**src/rtl/buyruk_obek_getirici.sv**
```systemverilog
// Instruction-cache refill controller: fetches one cache line as a sequence of
// word reads from main memory, assembles it and signals arrival with a pulse.
// Ports:
//   clk_i, rst_i                 clock, asynchronous active-low reset
//   istek_gecerli_i/adres_i      miss refill request and missed address
//   iptal_i                      cancel the refill in progress (fetch redirect)
//   mesgul_o                     controller not idle
//   buyruk_obegi_o               assembled line
//   anabellekten_obek_geldi_o    one-cycle pulse: line valid
//   bellek_istek_o/adres_o       memory word read request and address
//   bellek_istek_hazir_i         memory accepts the request
//   bellek_veri_gecerli_i/veri_i memory read data
module buyruk_obek_getirici #(
  parameter int unsigned ADRES_BIT = 32,
  parameter int unsigned VERI_BIT  = 32,
  parameter int unsigned OBEK_BIT  = 128
) (
  input  logic                 clk_i,
  input  logic                 rst_i,
  input  logic                 istek_gecerli_i,
  input  logic [ADRES_BIT-1:0] istek_adres_i,
  input  logic                 iptal_i,
  output logic                 mesgul_o,
  output logic [OBEK_BIT-1:0]  buyruk_obegi_o,
  output logic                 anabellekten_obek_geldi_o,
  output logic                 bellek_istek_o,
  output logic [ADRES_BIT-1:0] bellek_adres_o,
  input  logic                 bellek_istek_hazir_i,
  input  logic                 bellek_veri_gecerli_i,
  input  logic [VERI_BIT-1:0]  bellek_veri_i
);

  localparam int unsigned BEAT_SAYISI = OBEK_BIT / VERI_BIT;
  localparam int unsigned SAYAC_BIT   = $clog2(BEAT_SAYISI);
  localparam int unsigned BAYT_BIT    = $clog2(VERI_BIT / 8);
  localparam int unsigned OFSET_BIT   = SAYAC_BIT + BAYT_BIT;
  localparam int unsigned TABAN_BIT   = ADRES_BIT - OFSET_BIT;

  typedef enum logic [1:0] {
    BOSTA = 2'd0,
    ISTEK = 2'd1,
    VERI  = 2'd2,
    TAMAM = 2'd3
  } durum_e;

  durum_e                 durum_q, durum_d;
  logic [SAYAC_BIT-1:0]   sayac_q, sayac_d;
  logic [TABAN_BIT-1:0]   taban_q, taban_d;
  logic                   iptal_q, iptal_d;
  logic [OBEK_BIT-1:0]    obek_q,  obek_d;
  logic                   iptal_etkin;

  // State and datapath registers.
  always_ff @(posedge clk_i or negedge rst_i) begin
    if (!rst_i) begin
      durum_q <= BOSTA;
      sayac_q <= '0;
      taban_q <= '0;
      iptal_q <= 1'b0;
      obek_q  <= '0;
    end else begin
      durum_q <= durum_d;
      sayac_q <= sayac_d;
      taban_q <= taban_d;
      iptal_q <= iptal_d;
      obek_q  <= obek_d;
    end
  end

  // Next-state, beat counter, cancel flag and line assembly.
  always_comb begin
    durum_d = durum_q;
    sayac_d = sayac_q;
    taban_d = taban_q;
    iptal_d = iptal_q;
    obek_d  = obek_q;
    // A cancel seen this cycle acts immediately, so no extra request is issued.
    iptal_etkin = iptal_q | iptal_i;

    if (durum_q != BOSTA) begin
      iptal_d = iptal_etkin;
    end

    unique case (durum_q)
      BOSTA: begin
        if (istek_gecerli_i && !iptal_i) begin
          taban_d = istek_adres_i[ADRES_BIT-1:OFSET_BIT];
          sayac_d = '0;
          durum_d = ISTEK;
        end
      end
      ISTEK: begin
        // Acceptance wins over a simultaneous cancel: the response must be drained.
        if (bellek_istek_hazir_i) begin
          durum_d = VERI;
        end else if (iptal_etkin) begin
          durum_d = BOSTA;
        end
      end
      VERI: begin
        if (bellek_veri_gecerli_i) begin
          for (int unsigned k = 0; k < BEAT_SAYISI; k++) begin
            if (sayac_q == SAYAC_BIT'(k)) begin
              obek_d[k*VERI_BIT +: VERI_BIT] = bellek_veri_i;
            end
          end
          if (iptal_etkin) begin
            durum_d = BOSTA;
          end else if (sayac_q == SAYAC_BIT'(BEAT_SAYISI - 1)) begin
            durum_d = TAMAM;
          end else begin
            sayac_d = sayac_q + SAYAC_BIT'(1);
            durum_d = ISTEK;
          end
        end
      end
      TAMAM: begin
        durum_d = BOSTA;
      end
      default: begin
        durum_d = BOSTA;
      end
    endcase

    if (durum_d == BOSTA) begin
      iptal_d = 1'b0;
    end
  end

  // Outputs decoded from registered state only.
  assign mesgul_o                  = (durum_q != BOSTA);
  assign bellek_istek_o            = (durum_q == ISTEK);
  assign anabellekten_obek_geldi_o = (durum_q == TAMAM);
  assign buyruk_obegi_o            = obek_q;
  // Word select concatenates into the offset field, so it never carries upward.
  assign bellek_adres_o = (durum_q == ISTEK) ? {taban_q, sayac_q, BAYT_BIT'(0)}
                                             : '0;

endmodule

```
**config.mk**
```make
export PLATFORM = sky130hd
export DESIGN_NAME = buyruk_obek_getirici
export DESIGN_NICKNAME = d
export VERILOG_FILES = /design/src/rtl/buyruk_obek_getirici.sv
export SDC_FILE = /design/constraint.sdc
export NUM_CORES = 1
export LEC_CHECK = 0
export ABC_AREA = 1
export CAP_MARGIN = 20
export CELL_PAD_IN_SITES_DETAIL_PLACEMENT = 1
export CELL_PAD_IN_SITES_GLOBAL_PLACEMENT = 1
export CORE_ASPECT_RATIO = 1.5
export CORE_MARGIN = 2
export CORE_UTILIZATION = 33
export DETAILED_ROUTE_END_ITERATION = 10
export GPL_TIMING_DRIVEN = 0
export PLACE_DENSITY = 0.86
export SLEW_MARGIN = 40
export SYNTH_ARGS = -nofsm -noshare
export SYNTH_HDL_FRONTEND = slang
export SYNTH_SLANG_ARGS = --single-unit
```
**constraint.sdc**
```tcl
create_clock -name clk_i -period 1.48 [get_ports clk_i]
set_input_delay 0.296 -clock clk_i [delete_from_list [all_inputs] [get_ports clk_i]]
set_output_delay 0.296 -clock clk_i [all_outputs]
set_load 0.01 [all_outputs]
```
==> impl_metrics.yaml, run 1 <==
setup_path:
  rrSetupSlack_ps: -180
  cp_data_arrival_time_ps: 1490
  regToRegStartpoint: "durum_q[1]"
  cpMaxStageDelayCell: "dfrtp_1"
  path_class: "reg -> out"
  ff2ff_path_depth: 10
  r2r-end: "buyruk_obegi_o[65]"
  crit_required_ps: 1180
  endpoint_kind: "primary output"
  slowest_delay_ps: 370
  start_kind: "flip-flop"
  path_cells: "inv_2 > nor2_4 > inv_4 > buf_8 > nor2_1 > buf_2"
  cp_max_fo: 10
power:
  p_leak_nw: 5.89
  comb_power_share: 0.328
  internal_power_mw: 10.7
  p_sw_mw: 5.84
  total_power_mw: 16.6
  power_density_mw_per_mm2: 1420
  pwr-share-clk: 0.280
  p_seq_frac: 0.392
  ir_worst_vdd_v: 0.000789
  p_sw_frac: 0.352
floorplan:
  coreArea_sq_mm: 0.0192
  fp-row-count: 62
  fp.dieH_microns: 175
  die_w_microns: 118
  io-pin-count: 233
  dieArea_sq_mm: 0.0208
  start_util: 0.338
finish:
  diodes: 0
  area_growth_pct: 80.0
  drive_gt1_frac: 0.429
  final_nets: 1026
  fin_cells: 1221
worst_hold_path:
  holdPathStages: 4
  hold_path.class: "in -> reg"
  holdCritStartpoint: "bellek_veri_gecerli_i"
  holdPathEnd: "durum_q[1]"
clock_network:
  cts_tree: "built"
  cts_buffers: 17
  cts-root-buf: "clkbuf_16"
  clk_pin_slew_ps: 70
  htreeDepth: 4
  clkLatencyLatePin_ps: 430
  clkSinkCount: 161
  max-clock-path-buffers: 2
placed_design:
  pre_cts_ws_ps: -532
  place_hpwl_microns: 15900
  io_buffers: 225
  dp.cells: 1133
  gp_congestion: 0.734
global_route:
  grt_remaining_overflow: 0
  grt_pass1_vias: 6135
  grt_max_degree: 70
  antenna_found_initial: 0
  grt_usage: 0.216
  grt_pass1_wl_microns: 34700
yosys:
  ys_seq_area_frac: 0.623
  synth_cell_types: 18
  synth.avg_cell_area_sq_um: 9.97
  synth_seq_cells: 161
  netlist_area_sq_mm: 0.00647
  yosysWarnings: 0
  syn_inst: 649
timing:
  hold_viol: 0
  fin_setup_tns_ps: -21540
  fin_crit_sh: 1.21
  timing.final.max_slew_violations: 0
  rsz0062_at_grt: "yes"
  setup_violations: 178
  period_needed_ps: 1780
  worst_slack_ps: -304
  timing.fmax_mhz: 560
  fin_skew_ps: 9.80
route:
  wl_microns: 28500
  drt_iter0_markers: 233
  drc: 0
  wl_met1_microns: 10100
  highest_layer: "met4"
  met3_length_microns: 1790
  wl_per_cell_microns: 23.3
  dr_wl_met2_microns: 15600
  drtAntennaViolNets: 0
  dr_total_vias: 5979
  drt-pass1-iter-count: 4
  routed_via_density: 4.90
job:
  drv_cap: 0
status:
  status: "finished, violations left"
  violations: "negative setup slack"
==> routing by layer <==
metal | track usage | up-vias
li1 | - | 2679
met1 | 0.234 | 3016
met2 | 0.402 | 223
met3 | 0.0672 | 61
met4 | 0.0612 | 0
met5 | 0 | -
==> kinds of logic (layout without fill, tap and decap cells) <==
group	Yosys count	in the layout	share of synthesized area
AOI/OAI and AO/OA	159	159	0.140
and+or+nand+nor	217	221	0.136
other	1	2	0.000580
DFF	161	161	0.623
buffers and inverters	107	418	0.0934
adders and majority gates	4	4	0.00774
==> synth_stat cells <==
library cell	instances	area [sq um]
buf_4	6	45.0
a21oi_1	28	140
nand2_2	1	6.26
nor2_2	1	6.26
o21ai_0	3	15.0
inv_1	70	263
nand3_4	4	70.1
nand3_1	2	10.0
nor2_1	64	240
buf_2	8	40.0
inv_6	1	8.76
o21ai_2	29	254
dfrtp_1	161	4030
nand2_1	145	544
ha_1	4	50.1
o21ai_1	99	495
buf_6	22	248
conb_1	1	3.75
==> worst max path at each step <==
stage | startpoint | end | slack, ps | cells past startpoint
2_1_floorplan | durum_q[0] | bellek_adres_o[10] | 70 | 5
3_3_place_gp | rst_i | taban_q[12] | -6670 | 1
3_5_place_dp | durum_q[0] | bellek_adres_o[2] | -530 | 6
4_1_cts | durum_q[0] | bellek_adres_o[6] | -270 | 6
5_1_grt | durum_q[0] | bellek_adres_o[8] | -370 | 6
6_report | durum_q[0] | bellek_adres_o[8] | -300 | 6
==> stage by stage <==
stage / hold slack, ps / area [sq um] / utilization
finish: 325 / 11600 / 0.608
CTS: 290 / 9610 / 0.502
detailed placement: 207 / 9100 / 0.475
global placement: 465 / 9040 / 0.472
global route: 325 / 11600 / 0.608
floorplan: 0.409 / 6470 / -
==> registers in the layout, summed over array words and instances, names as in the netlist <==
| name | flops |
|---|---|
| taban_q | 28 |
| durum_q | 2 |
| sayac_q | 2 |
| iptal_q | 1 |
| buyruk_obegi_o | 128 |
==> cell usage in the layout (no fill, tap or decap), types with 3 or more instances in the layout <==
cell type,count
buf_6,15
inv_6,3
buf_4,16
nand2_4,51
nand2_2,48
nor2_1,35
buf_12,19
a21oi_2,7
inv_8,4
clkdlybuf4s50_1,63
buf_8,16
nand2_1,46
inv_1,65
clkdlybuf4s15_1,11
a21oi_1,18
nand3_4,8
inv_2,4
a21oi_4,3
o21ai_1,32
o21ai_2,98
buf_2,30
dlygate4sd2_1,117
dfrtp_1,159
nor2_2,22
nor2_4,8
clkbuf_16,41
==> cell type report <==
type / instances / area, sq um
multi-input cells: 386 / 2900
inverters: 71 / 282
clock inverters: 14 / 166
repair buffers: 278 / 2930
flip-flops and latches: 161 / 4030
clock buffers: 18 / 439
well taps: 256 / 320
plain buffers: 36 / 559
fillers: 1959 / 7520
repair inverters: 1 / 16.3
==> worst max-delay path: cells and delay by family, from the launching register on <==
kind	cells	cell delay (ps)
buf+inv	4	430
simple gates	2	260
flops	1	370
==> power by group through the flow <==
stage / Sequential, mW / Combinational [mW] / Clock, mW
global route: 6.62 / 5.81 / 4.86
global placement: 6.23 / 4.78 / 0
floorplan: 6.67 / 1.45 / 0
CTS: 6.18 / 4.37 / 4.67
detailed placement: 6.29 / 5.00 / 0
finish: 6.51 / 5.44 / 4.64
==> what timing repair did <==
| action | 4_1_cts | 5_1_grt |
|---|---|---|
| gates resized for setup | 294 | 354 |
| hold buffers | 1 | 0 |
| endpoints found under the hold margin | 40 | 0 |
| setup endpoints to repair | 213 | 142 |
| cloned | 3 | 27 |
| buffers inserted | 9 | 16 |
| pin swaps | 5 | 16 |
Power figures use the tool's default switching activity.
==> run 2, diff against run 1 <==
ABC_AREA = unset   (was 1)
CORE_UTILIZATION = 37   (was 33)
PLACE_DENSITY = 0.87   (was 0.86)
==> run 2 against run 1 <==
The flow still finishes with violations (negative setup slack). Fmax down 9.1%. Die area down 5.0%. Flip-flop and latch count unchanged. Total power grew 5.1%. Non-clock buffer count shrank 12. Cell area down 3.7%. Utilization up 0.21 points. Register-to-register slack lost 300 ps. Count of clock-buffer cells in the layout shrank 1. Critical endpoint is now buyruk_obegi_o[112].
==> impl_metrics.yaml, run 2 <==
setup_path:
  regToRegStartpoint: "durum_q[0]"
  path_class: "reg -> reg"
  rrSetupSlack_ps: -480
  endpoint_kind: "flip-flop"
  r2r-end: "buyruk_obegi_o[112]"
  cp_data_arrival_time_ps: 2270
  ff2ff_path_depth: 8
  cp_max_fo: 6
  crit_required_ps: 1790
  start_kind: "flip-flop"
floorplan:
  start_util: 0.374
  fp-row-count: 61
  coreArea_sq_mm: 0.0184
  io-pin-count: 233
  dieArea_sq_mm: 0.0197
  die_w_microns: 115
  fp.dieH_microns: 171
power:
  comb_power_share: 0.363
  internal_power_mw: 12.1
  p_sw_frac: 0.307
  power_density_mw_per_mm2: 1550
  p_seq_frac: 0.387
  ir_worst_vdd_v: 0.000703
  p_sw_mw: 5.36
  p_leak_nw: 5.97
  pwr-share-clk: 0.250
yosys:
  yosys-top-cells-count: "dfrtp_1, mux2_4, mux2_2, and2_1, buf_6"
  synth.avg_cell_area_sq_um: 17.2
  ys_seq_area_frac: 0.585
  synth_cell_types: 27
  netlist_area_sq_mm: 0.00688
  syn_inst: 401
  ys.flop_type: "dfrtp_1"
  synth_edf_count: 0
  synth_seq_cells: 161
  yosysWarnings: 0
  async_flop_share: 1.00
  synth_area_leaders: "dfrtp_1, mux2_4, mux2_2"
  synth_top_area_share: 0.585
  yosysMostFrequentCell: "dfrtp_1"
  synth_area_leader_cell: "dfrtp_1"
clock_network:
  htreeDepth: 4
  clkLatencyLatePin_ps: 430
  clk_pin_slew_ps: 70
  cts_tree: "built"
  clkSinkCount: 161
  cts-root-buf: "clkbuf_16"
  cts_buffers: 17
  max-clock-path-buffers: 2
finish:
  layout_common_cells: "dfrtp_1, mux2_4, dlygate4sd2_1, clkdlybuf4s50_1, buf_6"
  area_growth_pct: 63.0
  fin_cells: 967
  largest_register_ffs: 128
  diodes: 0
  final_cell_area_sq_mm: 0.0112
  final_nets: 776
  n_fill_cell: 1706
  final_common_cell: "dfrtp_1"
  drive_gt1_frac: 0.470
timing:
  period_needed_ps: 1960
  timing.final.max_slew_violations: 0
  fin_setup_tns_ps: -76960
  hold_viol: 0
  worst_slack_ps: -483
  rsz0062_at_grt: "yes"
  fin_crit_sh: 1.33
  timing.fmax_mhz: 509
  setup_violations: 205
  fin_hold_ws_ps: 242
  fin_skew_ps: 12.7
route:
  wl_microns: 23100
  wl_per_cell_microns: 23.9
  drc: 0
  drtAntennaViolNets: 0
  routed_via_density: 4.75
  drt_iter0_markers: 126
  drt-pass1-iter-count: 4
  dr_total_vias: 4593
placed_design:
  pre_cts_ws_ps: -850
  placed_cell_area_sq_mm: 0.00953
  gp_congestion: 0.794
  dp.cells: 882
  io_buffers: 226
  place_hpwl_microns: 14200
global_route:
  antenna_found_initial: 0
  grt_pass1_wl_microns: 33800
  grt_pass1_vias: 5474
  grt_remaining_overflow: 0
  grt_usage: 0.233
  grt_max_degree: 80
worst_hold_path:
  hold_path.class: "in -> async"
status:
  status: "finished, violations left"
  violations: "negative setup slack"
job:
  drv_cap: 0
## run 2: worst max path at each step
stage,from,slack (ps),cells after the start,to
after floorplan,durum_q[0],-6,3,taban_q[10]
after global placement,rst_i,-5950,1,buyruk_obegi_o[24]
after detailed placement,durum_q[0],-850,4,bellek_adres_o[15]
after CTS,durum_q[0],-460,6,bellek_adres_o[3]
after global routing,durum_q[0],-510,6,bellek_adres_o[4]
final,durum_q[0],-480,8,buyruk_obegi_o[112]
## run 2: metrics by stage
step / util / total power, mW
2_1_floorplan: - / 9.35
3_3_place_gp: 0.515 / 12.6
3_5_place_dp: 0.518 / 13.0
4_1_cts: 0.597 / 17.3
5_1_grt: 0.610 / 18.2
6_report: 0.610 / 17.4
## run 2: timing repair
item                                   CTS  global route
hold buffers                             1             0
buffers inserted                        33             8
gates cloned                            15             1
endpoints found under the hold margin  161             0
pin swaps                               14             8
gates resized for setup                371            48
setup endpoints to repair              311           204
## run 2: cell families (layout without fill, tap and decap cells)
logic type / after synthesis / after routing / synth area share
compound gates: 10 / 10 / 0.00982
fa+ha+maj: 4 / 4 / 0.00727
simple gates: 45 / 45 / 0.0458
buf+inv: 24 / 337 / 0.0305
flops: 161 / 161 / 0.585
other cells: 1 / 2 / 0.000545
mux: 156 / 156 / 0.321
## run 2: area by class of cell
cell class                 count  area [sq um]  area share
tap                          252           315      0.0281
clock buffer                  17           425      0.0379
multi-input combinational    217          2870       0.256
clock inverter                15           154      0.0137
sequential                   161          4030       0.359
buffer                        18           305      0.0272
timing repair buffer         284          3100       0.276
inverter                       3          11.3     0.00100
## run 2: power by group through the flow
stage                     combinational [mW]  clock (mW)  sequential [mW]
after floorplan                         2.28           0             7.07
final                                   6.34        4.36             6.74
after detailed placement                6.18           0             6.80
after CTS                               6.11        4.45             6.69
after global routing                    6.67        4.65             6.88
after global placement                  5.95           0             6.65
## run 2: layer usage
metal / vias up / routed length, microns / track usage
met3: 35 / 1050 / 0.0556
met1: 2392 / 7820 / 0.233
met2: 169 / 13600 / 0.453
met4: 0 / 608 / 0.0901
li1: 1997 / - / -
met5: - / 0 / 0
## run 2: critical path, stage by stage, from the launching register on
cell and delay, ps:
dfrtp_2 420, buf_4 140, buf_6 120, and3b_2 290, buf_12 170, nand2_8 100, buf_12 170, buf_16 130
mux2_4 300
==> run 3, diff against run 2 <==
CORE_UTILIZATION = 40   (was 37)
PLACE_DENSITY = 0.93   (was 0.87)
clock period = 2.3 ns   (was 1.48 ns; I/O delays follow)
==> run 3 against run 2 <==
The flow now finishes without violations. Count of clock-buffer cells in the layout did not move. Total power down 36%. Non-clock buffer count decreased by 41. Combinational power is 37% lower. Utilization is 0.51 points lower. Clock power decreased by 35%. Worst setup slack better by 530 ps. Via count down 5.7%. Final cell count down 8.5%. Critical path type is now reg -> out. Largest power group unchanged.
==> impl_metrics.yaml, run 3 (synthesis results as in run 2) <==
power:
  internal_power_mw: 7.89
  total_power_mw: 11.2
  ir_worst_vdd_v: 0.000550
  comb_power_share: 0.358
  power_density_mw_per_mm2: 1100
  p_seq_frac: 0.387
  p_sw_frac: 0.296
  p_leak_nw: 5.18
  pwr-share-clk: 0.255
  p_sw_mw: 3.31
clock_network:
  clkSinkCount: 161
  clkLatencyLatePin_ps: 430
  cts-root-buf: "clkbuf_16"
  cts_tree: "built"
  clk_pin_slew_ps: 70
  cts_buffers: 17
  htreeDepth: 4
  max-clock-path-buffers: 2
route:
  routed_via_density: 4.89
  dr_total_vias: 4331
  drtAntennaViolNets: 0
  wl_per_cell_microns: 22.5
  wl_microns: 19900
  drt-pass1-iter-count: 6
  drc: 0
  drt_iter0_markers: 123
global_route:
  gr-usage-met1: 0.237
  grt_max_degree: 82
  top_usage_layer: "met2"
  grt_pass1_wl_microns: 30700
  grt_usage: 0.221
  grt_use_met2: 0.430
  grt_pass1_vias: 5039
  met3_usage: 0.0473
  grt_remaining_overflow: 0
  antenna_found_initial: 0
finish:
  area_growth_pct: 47.9
  diodes: 0
  final_nets: 736
  n_fill_cell: 1577
  largest_register_ffs: 128
  drive_gt1_frac: 0.363
  final_common_cell: "clkdlybuf4s50_1"
  layout_common_cells: "clkdlybuf4s50_1, dfrtp_1, mux2_4, mux2_2, and2_1"
  final_cell_area_sq_mm: 0.0102
floorplan:
  io-pin-count: 233
  start_util: 0.409
  dieArea_sq_mm: 0.0183
  die_w_microns: 111
  coreArea_sq_mm: 0.0168
  fp.dieH_microns: 165
  fp-row-count: 58
timing:
  timing.final.max_slew_violations: 0
  fin_skew_ps: 12.0
  setup_violations: 0
  hold_viol: 0
  period_needed_ps: 2250
  fin_crit_sh: 0.980
  timing.fmax_mhz: 443
placed_design:
  placed_cell_area_sq_mm: 0.00947
  place_hpwl_microns: 14400
  gp_congestion: 0.776
  io_buffers: 226
setup_path:
  cp_max_fo: 5
  path_class: "reg -> out"
  crit_required_ps: 1840
  cp_data_arrival_time_ps: 1790
  endpoint_kind: "primary output"
  start_kind: "flip-flop"
status:
  status: "finished clean"
worst_hold_path:
  hold_path.class: "in -> async"
job:
  drv_cap: 0
run 3: cell types whose count changed in the layout (fill, tap and decap cells not counted), sizes merged:
cell / change
nor2b: +1
dlymetal6s2s: +10
dlygate4sd2: -103
inv: +2
clkdlybuf4s50: +118
clkinv: -2
clkbuf: +9
buf: -75
run 3: stage by stage:
step	util	worst slack, ps	setup TNS, ps	std cells	hold slack [ps]
after CTS	0.602	-151	-998	879	416
after global routing	0.605	-13.2	-13.2	885	406
after global placement	0.559	-5260	-847940	838	482
after floorplan	-	626	0	402	164
after detailed placement	0.563	-148	-3180	840	262
final	0.605	45.0	0	885	422
run 3: power groups by stage:
stage                     Sequential (mW)  Clock [mW]  Combinational, mW
final                                4.33        2.85               4.01
after global routing                 4.44        3.03               4.23
after CTS                            4.34        2.91               4.05
after detailed placement             4.38           0               3.99
after global placement               4.27           0               3.82
after floorplan                      4.55           0               1.46
run 3: path summary, 6_finish.rpt:
kind / depth (start not counted) / to / start / slack [ps]
worst max-delay path: 6 / bellek_adres_o[7] / durum_q[1] / 50
worst min-delay path: 2 / buyruk_obegi_o[16] / rst_i / 420
worst max register to register: 4 / taban_q[9] / durum_q[0] / 460
worst min register to register: 1 / taban_q[6] / taban_q[6] / 500
max in group asynchronous: 3 / buyruk_obegi_o[38] / rst_i / 1280
min in group clk_i: 1 / taban_q[6] / taban_q[6] / 500
run 3: worst max-delay path: stages, from the launching register on:
cell	delay, ps
dfrtp_2	440
nor2b_4	180
buf_4	140
buf_4	90
clkbuf_8	130
and2_1	140
clkdlybuf4s15_1	240
run 3: repair_timing:
item / in CTS / in global routing
setup buffers: 3 / 6
setup endpoints to repair: 31 / 10
gates resized for setup: 35 / 30
cloned: 3 / 0
hold endpoints to repair: 4 / 0
hold buffers: 1 / 0
run 3: area by class of cell:
type / count / area, sq um / area share
sequential: 161 / 4030 / 0.396
multi-input combinational: 218 / 2670 / 0.262
clock inverter: 15 / 169 / 0.0166
tap: 210 / 263 / 0.0258
timing repair buffer: 240 / 2380 / 0.234
clock buffer: 17 / 425 / 0.0418
buffer: 21 / 229 / 0.0225
inverter: 3 / 11.3 / 0.00111
run 3: per-layer routing:
metal | part of all wire | vias to the layer above
li1 | - | 1906
met1 | 0.36 | 2254
met2 | 0.58 | 147
met3 | 0.044 | 24
met4 | 0.016 | 0
met5 | 0 | -
